==> config.mk <==
export PLATFORM = sky130hd
export DESIGN_NAME = mmu_bus_flat
export DESIGN_NICKNAME = d
export VERILOG_FILES = /design/src/rtl/mmu_pkg.sv /design/src/rtl/mmu_bus_if.sv /design/src/rtl/mmu_pagetable.sv /design/src/rtl/mmu_bus.sv /design/src/flat_wrapper.sv
export SDC_FILE = /design/constraint.sdc
export NUM_CORES = 1
export LEC_CHECK = 0
export ABC_AREA = 1
export BUFFER_PORTS_ARGS = -buffer_cell sky130_fd_sc_hd__buf_2
export CAP_MARGIN = 20
export CORE_UTILIZATION = 40
export CTS_BUF_LIST = sky130_fd_sc_hd__clkbuf_4
export DETAILED_ROUTE_END_ITERATION = 12
export SLEW_MARGIN = 5
export SYNTH_ARGS = -nofsm -noshare
export SYNTH_HDL_FRONTEND = slang
export SYNTH_SLANG_ARGS = --single-unit
==> constraint.sdc <==
create_clock -name clk -period 1.77 [get_ports clk]
set_clock_uncertainty 0.1 [all_clocks]
set_input_delay 0 -clock clk [delete_from_list [all_inputs] [get_ports clk]]
set_output_delay 0 -clock clk [all_outputs]
set_load 0.03 [all_outputs]
==> src/rtl/mmu_pkg.sv <==
// rtl/mmu_pkg.sv - PTE fields, MMIO offsets, fault causes and FSM states shared by mmu_bus
package mmu_pkg;

  localparam int PTE_V_BIT     = 15;
  localparam int PTE_W_BIT     = 14;
  localparam int PTE_FRAME_MSB = 7;

  localparam logic [5:0] OFF_PTE_BASE    = 6'h00;
  localparam logic [5:0] OFF_CTRL        = 6'h20;
  localparam logic [5:0] OFF_FAULT_VA    = 6'h22;
  localparam logic [5:0] OFF_FAULT_CAUSE = 6'h24;

  typedef enum logic [1:0] {
    CAUSE_NONE    = 2'd0,
    CAUSE_INVALID = 2'd1,
    CAUSE_WRITE   = 2'd2,
    CAUSE_ALIGN   = 2'd3
  } cause_t;

  typedef enum logic [1:0] {IDLE, ACCESS, FAULT} state_t;

  // Byte reads return the addressed lane zero-extended; word reads pass through.
  function automatic logic [15:0] lane_extract(input logic [15:0] word, input logic byte_access,
                                               input logic odd);
    if (!byte_access) return word;
    return odd ? {8'h00, word[15:8]} : {8'h00, word[7:0]};
  endfunction

endpackage

==> src/rtl/mmu_bus_if.sv <==
// rtl/mmu_bus_if.sv - core-side request/response bundle between the CPU core and mmu_bus
interface mmu_bus_if;
  logic [15:0] vaddr;
  logic [15:0] wdata;
  logic        re;
  logic        we;
  logic        be;
  logic [15:0] rdata;
  logic        stall;
  logic        page_fault;
  logic        fault_ack;

  modport master (output vaddr, wdata, re, we, be, fault_ack,
                  input  rdata, stall, page_fault);
  modport slave  (input  vaddr, wdata, re, we, be, fault_ack,
                  output rdata, stall, page_fault);
endinterface

==> src/rtl/mmu_pagetable.sv <==
// rtl/mmu_pagetable.sv - 16x16 PTE register file: one MMIO write port, translation and MMIO read ports
module mmu_pagetable (
  input  logic        clk,
  input  logic        reset,
  input  logic        wr_en,
  input  logic [3:0]  wr_idx,
  input  logic [15:0] wr_data,
  input  logic [3:0]  tr_idx,
  output logic [15:0] tr_data,
  input  logic [3:0]  rd_idx,
  output logic [15:0] rd_data
);

  logic [15:0] pte [16];

  always_ff @(posedge clk or negedge reset) begin
    if (!reset) begin
      for (int i = 0; i < 16; i++) pte[i] <= '0;
    end else if (wr_en) begin
      pte[wr_idx] <= wr_data;
    end
  end

  assign tr_data = pte[tr_idx];
  assign rd_data = pte[rd_idx];

endmodule

==> src/rtl/mmu_bus.sv <==
// rtl/mmu_bus.sv - page-table MMU with MMIO register window driving a wait-stated SRAM
// Build option: define MMU_WRITE_PROTECT_EN to enforce the PTE W bit (fault cause 2).
module mmu_bus
  import mmu_pkg::*;
#(
  parameter int unsigned WAIT_STATES = 1,
  parameter logic [15:0] MMIO_BASE   = 16'hFF00
) (
  input  logic        clk,
  input  logic        reset,
  mmu_bus_if.slave    bus,
  output logic [18:0] mem_addr,
  output logic [15:0] mem_wdata,
  input  logic [15:0] mem_rdata,
  output logic        mem_en,
  output logic        mem_we,
  output logic [1:0]  mem_bwe
);

`ifdef MMU_WRITE_PROTECT_EN
  localparam bit WRITE_PROTECT = 1'b1;
`else
  localparam bit WRITE_PROTECT = 1'b0;
`endif

  state_t      state, state_nxt;
  cause_t      cause, fault_cause;
  logic [2:0]  wait_cnt;
  logic        done_q, ctrl_en, stall_c;
  logic [15:0] fault_va, rdata_q, mmio_word, pte_tr, pte_rd;
  logic [7:0]  frame;
  logic        page_valid, page_writable;
  logic        req, mmio_hit, sram_req, mmio_wr, pt_wr;
  logic [5:1]  mmio_off;
  logic        unused_pte;

  assign req      = bus.re | bus.we;
  assign mmio_off = bus.vaddr[5:1];
  assign mmio_hit = (bus.vaddr[15:6] == MMIO_BASE[15:6]);
  // The cycle after an access completes the core still holds the old request.
  assign sram_req = req & ~mmio_hit & ~done_q;
  assign mmio_wr  = bus.we & mmio_hit;
  assign pt_wr    = mmio_wr & (mmio_off[5] == OFF_PTE_BASE[5]);

  mmu_pagetable u_pagetable (
    .clk     (clk),
    .reset   (reset),
    .wr_en   (pt_wr),
    .wr_idx  (mmio_off[4:1]),
    .wr_data (bus.wdata),
    .tr_idx  (bus.vaddr[15:12]),
    .tr_data (pte_tr),
    .rd_idx  (mmio_off[4:1]),
    .rd_data (pte_rd)
  );

  assign unused_pte    = ^pte_tr[13:8];
  assign frame         = ctrl_en ? pte_tr[PTE_FRAME_MSB:0] : {4'b0, bus.vaddr[15:12]};
  assign page_valid    = ~ctrl_en | pte_tr[PTE_V_BIT];
  assign page_writable = ~ctrl_en | pte_tr[PTE_W_BIT];

  always_comb begin
    cause = CAUSE_NONE;
    if (!page_valid)                                   cause = CAUSE_INVALID;
    else if (WRITE_PROTECT && bus.we && !page_writable) cause = CAUSE_WRITE;
    else if (!bus.be && bus.vaddr[0])                   cause = CAUSE_ALIGN;
  end

  always_comb begin
    mmio_word = '0;
    if (mmio_off[5] == OFF_PTE_BASE[5])         mmio_word = pte_rd;
    else if (mmio_off == OFF_CTRL[5:1])        mmio_word = {15'd0, ctrl_en};
    else if (mmio_off == OFF_FAULT_VA[5:1])    mmio_word = fault_va;
    else if (mmio_off == OFF_FAULT_CAUSE[5:1]) mmio_word = {14'd0, fault_cause};
  end

  assign bus.rdata      = (bus.re & mmio_hit) ? lane_extract(mmio_word, bus.be, bus.vaddr[0]) : rdata_q;
  assign bus.stall      = stall_c & reset;
  assign bus.page_fault = (state == FAULT);

  always_ff @(posedge clk or negedge reset) begin
    if (!reset) state <= IDLE;
    else        state <= state_nxt;
  end

  always_comb begin
    state_nxt = state;
    stall_c   = 1'b0;
    case (state)
      IDLE: begin
        if (sram_req) begin
          stall_c   = 1'b1;
          state_nxt = (cause != CAUSE_NONE) ? FAULT : ACCESS;
        end
      end
      ACCESS: begin
        stall_c = 1'b1;
        if (wait_cnt == 3'd0) state_nxt = IDLE;
      end
      FAULT: begin
        if (bus.fault_ack) state_nxt = IDLE;
      end
      default: state_nxt = IDLE;
    endcase
  end

  always_ff @(posedge clk or negedge reset) begin
    if (!reset) begin
      wait_cnt  <= '0;
      done_q    <= 1'b0;
      rdata_q   <= '0;
      mem_en    <= 1'b0;
      mem_we    <= 1'b0;
      mem_bwe   <= '0;
      mem_addr  <= '0;
      mem_wdata <= '0;
    end else begin
      done_q <= (state == ACCESS) && (state_nxt == IDLE);
      if (state == IDLE)
        wait_cnt <= 3'(WAIT_STATES);
      else if (state == ACCESS && wait_cnt != 3'd0)
        wait_cnt <= wait_cnt - 3'd1;
      if (state == ACCESS && wait_cnt == 3'd0 && bus.re)
        rdata_q <= lane_extract(mem_rdata, bus.be, bus.vaddr[0]);
      mem_en    <= (state_nxt == ACCESS);
      mem_we    <= (state_nxt == ACCESS) && bus.we;
      mem_addr  <= (state_nxt == ACCESS) ? {frame, bus.vaddr[11:1]} : '0;
      mem_bwe   <= ((state_nxt == ACCESS) && bus.we) ?
                   (bus.be ? (bus.vaddr[0] ? 2'b10 : 2'b01) : 2'b11) : 2'b00;
      mem_wdata <= ((state_nxt == ACCESS) && bus.we) ?
                   (bus.be ? {2{bus.wdata[7:0]}} : bus.wdata) : '0;
    end
  end

  always_ff @(posedge clk or negedge reset) begin
    if (!reset) begin
      ctrl_en     <= 1'b0;
      fault_va    <= '0;
      fault_cause <= CAUSE_NONE;
    end else begin
      if (mmio_wr && mmio_off == OFF_CTRL[5:1]) ctrl_en <= bus.wdata[0];
      if (state == IDLE && state_nxt == FAULT) begin
        fault_va    <= bus.vaddr;
        fault_cause <= cause;
      end
    end
  end

endmodule

==> src/flat_wrapper.sv <==
// flat-port wrapper written by rule: the top's interface ports become plain ports
module mmu_bus_flat import mmu_pkg::*;
#(
  parameter int unsigned WAIT_STATES = 1,
  parameter logic [15:0] MMIO_BASE   = 16'hFF00
)
  (clk, reset, mem_addr, mem_wdata, mem_rdata, mem_en, mem_we, mem_bwe, bus_vaddr, bus_wdata, bus_re, bus_we, bus_be, bus_fault_ack, bus_rdata, bus_stall, bus_page_fault);
  mmu_bus_if bus_i ();
  input  logic clk;
  input  logic reset;
  output logic [18:0] mem_addr;
  output logic [15:0] mem_wdata;
  input  logic [15:0] mem_rdata;
  output logic mem_en;
  output logic mem_we;
  output logic [1:0] mem_bwe;
  input wire logic [$bits(bus_i.vaddr)-1:0] bus_vaddr;
  input wire logic [$bits(bus_i.wdata)-1:0] bus_wdata;
  input wire logic [$bits(bus_i.re)-1:0] bus_re;
  input wire logic [$bits(bus_i.we)-1:0] bus_we;
  input wire logic [$bits(bus_i.be)-1:0] bus_be;
  input wire logic [$bits(bus_i.fault_ack)-1:0] bus_fault_ack;
  output wire logic [$bits(bus_i.rdata)-1:0] bus_rdata;
  output wire logic [$bits(bus_i.stall)-1:0] bus_stall;
  output wire logic [$bits(bus_i.page_fault)-1:0] bus_page_fault;
  assign bus_i.vaddr = bus_vaddr;
  assign bus_i.wdata = bus_wdata;
  assign bus_i.re = bus_re;
  assign bus_i.we = bus_we;
  assign bus_i.be = bus_be;
  assign bus_i.fault_ack = bus_fault_ack;
  assign bus_rdata = bus_i.rdata;
  assign bus_stall = bus_i.stall;
  assign bus_page_fault = bus_i.page_fault;
  mmu_bus #(.WAIT_STATES(WAIT_STATES), .MMIO_BASE(MMIO_BASE)) u_core (.clk(clk), .reset(reset), .bus(bus_i), .mem_addr(mem_addr), .mem_wdata(mem_wdata), .mem_rdata(mem_rdata), .mem_en(mem_en), .mem_we(mem_we), .mem_bwe(mem_bwe));
endmodule
==> results of run 1 <==
## layout by cell type (no fill, tap or decap), types with 7 or more instances in the layout
| cell | instances |
|---|---|
| nand2_2 | 55 |
| clkbuf_4 | 132 |
| nand3_4 | 11 |
| o22ai_1 | 13 |
| buf_6 | 25 |
| nand3_2 | 21 |
| nor2_1 | 97 |
| nand2_1 | 780 |
| dfrtp_1 | 335 |
| o21ai_0 | 315 |
| nand3_1 | 135 |
| inv_2 | 9 |
| buf_2 | 90 |
| dlygate4sd3_1 | 115 |
| clkinv_1 | 23 |
| nand4_1 | 29 |
| o21ai_2 | 24 |
| o211ai_1 | 7 |
| a21oi_1 | 15 |
| inv_1 | 65 |
| nor2_4 | 33 |
| buf_4 | 182 |
| nor2_2 | 12 |
| buf_12 | 52 |
| a31oi_1 | 9 |
| o21ai_1 | 39 |
## where the power goes
group / internal (W) / switching [W]
Sequential: 0.00834 / 0.000319
Clock: 0.00371 / 0.00342
Combinational: 0.00222 / 0.00372
## cell families after synthesis
| family | count (synthesis) | synth area share, % |
|---|---|---|
| and+or+nand+nor | 1191 | 29.5 |
| adders and majority gates | 2 | 0.151 |
| AOI/OAI and AO/OA | 439 | 13.8 |
| muxes | 1 | 0.0602 |
| DFF | 336 | 50.6 |
| buffers and inverters | 237 | 5.91 |
## state kept, by name, indices dropped and copies added (netlist names)
register and cells:
u_core.state 2, u_core.fault_va 16, u_core.done_q 1, u_core.mem_en 1, u_core.mem_wdata 16, u_core.mem_addr 19, u_core.ctrl_en 1, u_core.fault_cause 2
u_core.rdata_q 16, u_core.u_pagetable.pte 256, u_core.wait_cnt 3, u_core.mem_bwe 2, u_core.mem_we 1
## per-stage QoR
stage	cell area, sq um	hold WS [ns]	instances	util, %
final	23100	-0.0965	3224	56.5
after global routing	23100	-0.110	3223	56.5
after CTS	22000	-0.0770	3171	53.9
after detailed placement	19200	-0.287	2874	46.9
after global placement	19200	-0.285	2874	46.9
after floorplan	16600	-0.396	2206	-
## per-layer routing
metal / global-route usage, % / part of all wire [%] / routed length (microns)
met2: 46.8 / 47 / 29400
met3: 5.29 / 7.7 / 4890
met1: 38.9 / 41 / 26100
met4: 13.1 / 4.2 / 2640
met5: 0 / 0.014 / 9
## worst max-delay path by stage
stage	from	end	slack, ns
global route	u_core.u_pagetable.pte[199]	bus_rdata[7]	-0.75
global placement	bus_vaddr[12]	u_core.mem_addr[15]	-0.29
CTS	u_core.u_pagetable.pte[110]	bus_rdata[6]	-0.65
floorplan	u_core.wait_cnt[0]	u_core.rdata_q[2]	0.06
detailed placement	bus_vaddr[12]	u_core.mem_addr[15]	-0.29
finish	u_core.u_pagetable.pte[239]	bus_rdata[7]	-0.62
## timing repair
item                       in CTS  in global routing
hold endpoints to repair      668                 16
cloned                          0                 12
setup endpoints to repair      38                142
pin swaps                      47                 79
setup buffers                  19                 43
gates resized for setup       137                193
hold buffers                  119                  6
## worst max-delay path, delay by kind of cell (launching register included)
family,cells,cell delay (ns)
DFF,1,0.40
AOI/OAI and AO/OA,2,0.29
buffers and inverters,1,0.13
and+or+nand+nor,8,0.62
## area by class of cell
type                       instances  area share [%]
timing repair inverter             3           0.168
clock buffer                     132            4.28
timing repair buffer             474            19.4
multi-input combinational       1633            34.6
antenna                            4          0.0433
tap                              532            2.88
sequential                       336            36.3
clock inverter                    29           0.779
inverter                          81            1.49
==> metrics.txt, run 1 <==
worst min path class in2reg; Die X 206 microns; critical hold path startpoint bus_vaddr[11]; Overflow after GRT 0; slowest CP cell dfrtp_1; Synth area leaders dfrtp_1, nand2_1, o21ai_0, nand3_1, nor2_1; failing checks negative hold slack, negative setup slack; RR Startpoint u_core.u_pagetable.pte[223]; Worst-Margin Slew 0.687 ns; Worst-path clk slew 0.06 ns; Initial Util 40.6%; area leader, netlist dfrtp_1; via density per instance 5.38; All-Layer GR Usage 29.4%; Num CTS Buffers 92; CP most frequent cell nand2_1; largest net degree at the start of global routing 112; worst-path cell chain nand2_1 -> o21ai_1 -> nand2_1 -> nand2_1 -> nand2_1 -> nand2_2 -> o21ai_4 -> nand3_2 -> nand3_2 -> nand2_2 -> buf_6; CP Data Arrival Time 2.29 ns; fin crit share 135%; Slew Limit Fails 0; vias in the first global route 16,500; Synth Warn # 0; Die ar. 42,400 sq um; Multi-input gate area 8000 sq um; first-pass GRT wire length 94,500 microns; Clock Tree Buf Depth 3; WHS Endpoint u_core.u_pagetable.pte[196]; power density over the cells 939 nW/um^2; final wirelength 63,100 microns; DRC errors left 0; CP Capture Type output port; Clk Latency, worst-skew pair 0.84 ns; port bufs 110; FF+latch count, synth 336; post-route setup slack -0.616 ns; main flop type after synthesis dfrtp_1; Post-synth EDFFs 0; I/O Pins 111; syn nets 2,262; P&R area growth vs syn 39.2%; max-cap viol count 0; Synth cell types 41; fill count 3,721; FF-to-FF setup slack -0.09 ns; # rows 74; Die Y 206 microns; fmax 0.419 GHz; RSZ-0062 raised after global routing yes; Nets 2,677; Worst Hold Path Cells 9; Setup violations, final 59; area of the core 40,900 sq um; Routed Antenna Nets 0; Slew headroom 54.2%; Pre-antenna DRT Iters 6; top cell type's share of synthesized area 50.6%; initial antenna violation count 4; Startpoint Class register; dominant cell by count in the synthesized netlist nand2_1; CTS root buffer clkbuf_4; WS Path Type reg2out; power consumption 0.0217 W; status finished, violations left; most instantiated cells after synthesis nand2_1, o21ai_0, dfrtp_1, nand3_1, nor2_1; crit-path max cell delay 0.40 ns; H-tree depth 3; DP HPWL 39,600 microns; WHS -0.0965 ns; worst-case reg-to-reg path depth 11; synthesized cell area 16,600 sq um; Post-Place Worst Slack -0.288 ns; VDD IR-drop max 0.648 mV; fin crit period 2.39 ns; Routed wire per std cell 19.6 microns; clock sink count 336; Vias 17,300; Mapped Cells 2,206; share of layout cells above drive strength 1 25.7%; routability cong. 0.889; initial DRC count 1,780; critical-path maximum fanout 3; CTS tree done; Final Hold Viols 3; fraction of the yosys area taken by sequential cells 50.6%; RR Endpoint u_core.mem_wdata[6]; leakage 11.1 nW; FF+latch area 8410 sq um; Mean Syn Cell Area 7.53 sq um; async set-reset flop share out of synthesis 100%; Worst EP required 1.67 ns; post-route setup TNS -11.10 ns
No activity file was read; power rests on OpenSTA's default activity.
==> run 2, diff against run 1 <==
--- a/config.mk
+++ b/config.mk
@@ -9,8 +9,8 @@
 export BUFFER_PORTS_ARGS = -buffer_cell sky130_fd_sc_hd__buf_2
 export CAP_MARGIN = 20
 export CORE_UTILIZATION = 40
-export CTS_BUF_LIST = sky130_fd_sc_hd__clkbuf_4
 export DETAILED_ROUTE_END_ITERATION = 12
+export REMOVE_ABC_BUFFERS = 1
 export SLEW_MARGIN = 5
 export SYNTH_ARGS = -nofsm -noshare
 export SYNTH_HDL_FRONTEND = slang
==> metrics.txt, run 2 (synthesis gave the netlist of run 1 again) <==
status finished, violations left; failing checks negative setup slack; H-tree depth 2; share of layout cells above drive strength 1 20.8%; Worst-Margin Slew 0.814 ns; Slew headroom 45.7%; Slew Limit Fails 0; FF-to-FF setup slack -0.05 ns; VDD IR-drop max 0.789 mV; RSZ-0062 raised after global routing yes; Setup violations, final 30; Vias 16,700; worst-case reg-to-reg path depth 10; Die ar. 42,400 sq um; area of the core 40,900 sq um; CTS tree done; vias in the first global route 15,900; via density per instance 5.50; Final Cell Area 22,000 sq um; fin crit period 2.10 ns; Clock Tree Buf Depth 3; WHS 0.00941 ns; max reg flops 256; Nets 2,525; Overflow after GRT 0; most frequent cells in the layout nand2_1, dfrtp_1, o21ai_0; DRC errors left 0; largest net degree at the start of global routing 98; Worst Hold Path Cells 3; routability cong. 0.925; max-cap viol count 0; initial antenna violation count 0; CP Capture Type output port; fmax 0.476 GHz; top flop regs u_core.u_pagetable.pte x256, u_core.mem_addr x19; CP Data Arrival Time 2.00 ns; first-pass GRT wire length 92,400 microns; CTS root buffer clkbuf_16; top sig layer met4; Clk Latency, worst-skew pair 0.55 ns; I/O Pins 111; Initial Util 40.6%; initial DRC count 1,913; Pre-antenna DRT Iters 6; routed wl met3 5270 microns; worst min path class in2reg; power density over the cells 1000 nW/um^2; post-route setup slack -0.331 ns; Routed Antenna Nets 0; port bufs 110; DP Area 19,000 sq um; P&R area growth vs syn 32.2%; WL met2 28,600 microns; Worst EP required 1.67 ns; Routed wire per std cell 20.3 microns; critical-path maximum fanout 2; Die X 206 microns; fin crit share 119%; WS Path Type reg2out; Top reg by flops u_core.u_pagetable.pte; All-Layer GR Usage 28.6%; fill count 3,790; # rows 74; diode count 0; clock sink count 336; Die Y 206 microns; post-route setup TNS -4.80 ns; non-filler cells in the finished layout 3,028; final wirelength 61,400 microns; placed cells 2,852; DP HPWL 37,800 microns; Worst-path clk slew 0.06 ns; Num CTS Buffers 38; WL met1 25,600 microns; most common cell after layout, fill and taps aside nand2_1; leakage 10.5 nW; Final Hold Viols 0; Startpoint Class register
## run 2: path summary, 6_finish.rpt
kind / end / from
setup / recovery: bus_rdata[2] / u_core.u_pagetable.pte[138]
setup reg to reg: u_core.mem_wdata[9] / u_core.state[0]
hold reg to reg: u_core.fault_cause[0] / u_core.fault_cause[0]
hold / removal: u_core.mem_wdata[4] / bus_wdata[4]
max in group asynchronous: u_core.u_pagetable.pte[55] / reset
min in group asynchronous: u_core.u_pagetable.pte[86] / reset
## run 2: area by class of cell
cell class	instances	area, sq um	area share (%)
tap	532	666	3.03
sequential	336	8410	38.3
clock buffer	55	1140	5.18
multi-input combinational	1633	7780	35.4
timing repair buffer	379	3560	16.2
clock inverter	12	113	0.512
inverter	81	312	1.42
## run 2: through the flow
step	setup slack [ns]	util (%)	power (W)
final	-0.331	53.7	0.0221
after global routing	-0.445	53.7	0.0229
after CTS	-0.307	51.9	0.0212
after detailed placement	-0.182	46.3	0.0128
after global placement	-0.142	46.3	0.0127
after floorplan	-2.10	-	0.0109
## run 2: timing repair
| action | 4_1_cts | 5_1_grt |
|---|---|---|
| hold endpoints to repair | 515 | 0 |
| resized for setup | 101 | 133 |
| setup buffers | 17 | 24 |
| gates cloned | 0 | 8 |
| setup endpoints to repair | 42 | 84 |
| hold buffers | 66 | 0 |
| pin swaps | 35 | 45 |
## run 2: metal layers
layer,vias up,global-route usage [%]
li1,7732,-
met1,7984,39.0
met2,800,46.2
met3,135,3.94
met4,0,10.2
met5,-,0
## run 2: report_power, final
group          internal, W  switching, W
Clock              0.00475       0.00327
Combinational      0.00195       0.00339
Sequential         0.00835      0.000373
## run 2: worst max-delay path, cell delays in order, from the launching register on
cell     delay, ns
dfrtp_1       0.38
nand2_1       0.07
nand2_1       0.06
nand2_1       0.08
nand2_2       0.07
nand2_1       0.05
nand2_1       0.06
o21ai_2       0.20
buf_6         0.15
nand3_2       0.06
nand3_2       0.10
nand2_2       0.05
buf_6         0.13
==> run 3, diff against run 2 <==
==> constraint.sdc (replaced) <==
create_clock -name clk -period 2.55 [get_ports clk]
set_clock_uncertainty 0.1 [all_clocks]
set_input_delay 0 -clock clk [delete_from_list [all_inputs] [get_ports clk]]
set_output_delay 0 -clock clk [all_outputs]
set_load 0.03 [all_outputs]
==> metrics.txt, run 3 (synthesis gave the netlist of run 1 again) <==
status finished, violations left; failing checks negative hold slack; diode count 0; Pre-antenna DRT Iters 8; initial DRC count 1,821; top flop regs u_core.u_pagetable.pte x256, u_core.mem_addr x19; RR Endpoint u_core.rdata_q[1]; Die ar. 42,400 sq um; Num CTS Buffers 39; I/O Pins 111; Post-Place Worst Slack 0.300 ns; Vias 15,900; post-route setup slack 0.128 ns; Worst-path clk slew 0.05 ns; share of layout cells above drive strength 1 11.2%; power density over the cells 724 nW/um^2; CP Data Arrival Time 2.32 ns; # rows 74; fin crit share 95.0%; WHS -0.00172 ns; CTS root buffer clkbuf_16; WHS Endpoint u_core.mem_wdata[7]; Top reg by flops u_core.u_pagetable.pte; initial antenna violation count 0; CP Capture Type output port; Worst-Margin Slew 0.795 ns; Initial Util 40.6%; Setup violations, final 0; Die X 206 microns; Nets 2,395; routability cong. 0.900; Clock Tree Buf Depth 3; Die Y 206 microns; All-Layer GR Usage 27.5%; Overflow after GRT 0; clock sink count 336; RR Startpoint u_core.wait_cnt[0]; DRC errors left 0; worst-case reg-to-reg path depth 9; max-cap viol count 0; FF-to-FF setup slack 0.22 ns; Worst Hold Path Cells 3; vias in the first global route 14,900; first-pass GRT wire length 88,400 microns; Routed wire per std cell 19.7 microns; critical hold path startpoint bus_wdata[7]; fin crit period 2.42 ns; final wirelength 57,300 microns; max reg flops 256; fmax 0.413 GHz; worst min path class in2reg; Startpoint Class primary input; CTS tree done; VDD IR-drop max 0.386 mV; Final Hold Viols 1; Routed Antenna Nets 0; setup bufs post-CTS 0; most common cell after layout, fill and taps aside nand2_1; via density per instance 5.47; largest net degree at the start of global routing 73; Slew Limit Fails 0; fill count 4,024; area of the core 40,900 sq um; port bufs 110; leakage 9.56 nW; RSZ-0062 raised after global routing no; H-tree depth 2; Slew headroom 47.0%; Worst EP required 2.45 ns; Clk Latency, worst-skew pair 0.56 ns; most frequent cells in the layout nand2_1, o21ai_0, dfrtp_1; DP HPWL 35,300 microns; critical-path maximum fanout 18; P&R area growth vs syn 19.3%; WS Path Type in2out
==> run 3: worst max-delay path, stage by stage <==
cell and delay, ns:
dlygate4sd3_1 0.53, buf_2 0.25, buf_4 0.30, nand2_1 0.21
nor4_1 0.29, nand2_1 0.08, nor2_1 0.10, buf_4 0.17
nand2_1 0.07, o21ai_0 0.09, buf_2 0.23
==> run 3: layer usage <==
metal	vias up	part of all wire [%]	GRT usage, %
met5	-	0	0
met4	0	4.0	11.2
met1	7527	43	38.0
met2	726	45	42.1
met3	156	8.3	5.35
li1	7455	-	-
==> run 3: how the worst max path moves through the flow <==
stage                           startpoint                           to  slack, ns
2_1_floorplan                 bus_vaddr[2]  u_core.u_pagetable.pte[144]      -1.32
3_3_place_gp                 bus_vaddr[12]         u_core.mem_wdata[12]       0.35
3_5_place_dp                 bus_vaddr[12]            u_core.mem_bwe[0]       0.30
4_1_cts        u_core.u_pagetable.pte[171]                 bus_rdata[3]       0.07
5_1_grt                       bus_vaddr[4]                 bus_rdata[0]       0.02
6_report                     bus_vaddr[13]                 bus_rdata[8]       0.13
==> run 3: layout make-up <==
type	count	area [sq um]	area share, %
flip-flops and latches	336	8410	42.4
clock buffers	60	1140	5.77
clock inverters	11	116	0.587
well taps	532	666	3.36
inverters	81	304	1.53
multi-input cells	1633	7240	36.5
repair buffers	248	1950	9.84
==> run 3: repair_timing <==
item | in CTS | in global routing
resized for setup | 0 | 1
setup endpoints to repair | 0 | 2
hold buffers | 69 | 0
endpoints found under the hold margin | 527 | 0
==> run 3: metrics by stage <==
stage / setup TNS [ns] / cells / cell area [sq um] / util [%] / power, W
2_1_floorplan: -106.91 / 2050 / 15900 / - / 0.00754
3_3_place_gp: 0 / 2761 / 17900 / 43.6 / 0.00861
3_5_place_dp: 0 / 2761 / 17900 / 43.6 / 0.00865
4_1_cts: 0 / 2901 / 19800 / 48.5 / 0.0144
5_1_grt: 0 / 2901 / 19800 / 48.5 / 0.0149
6_report: 0 / 2901 / 19800 / 48.5 / 0.0144
==> run 3: power by group <==
part | switching (W) | internal, W | total [W]
Clock | 0.00229 | 0.00330 | 0.00559
Combinational | 0.00197 | 0.000802 | 0.00278
Sequential | 0.000200 | 0.00579 | 0.00599
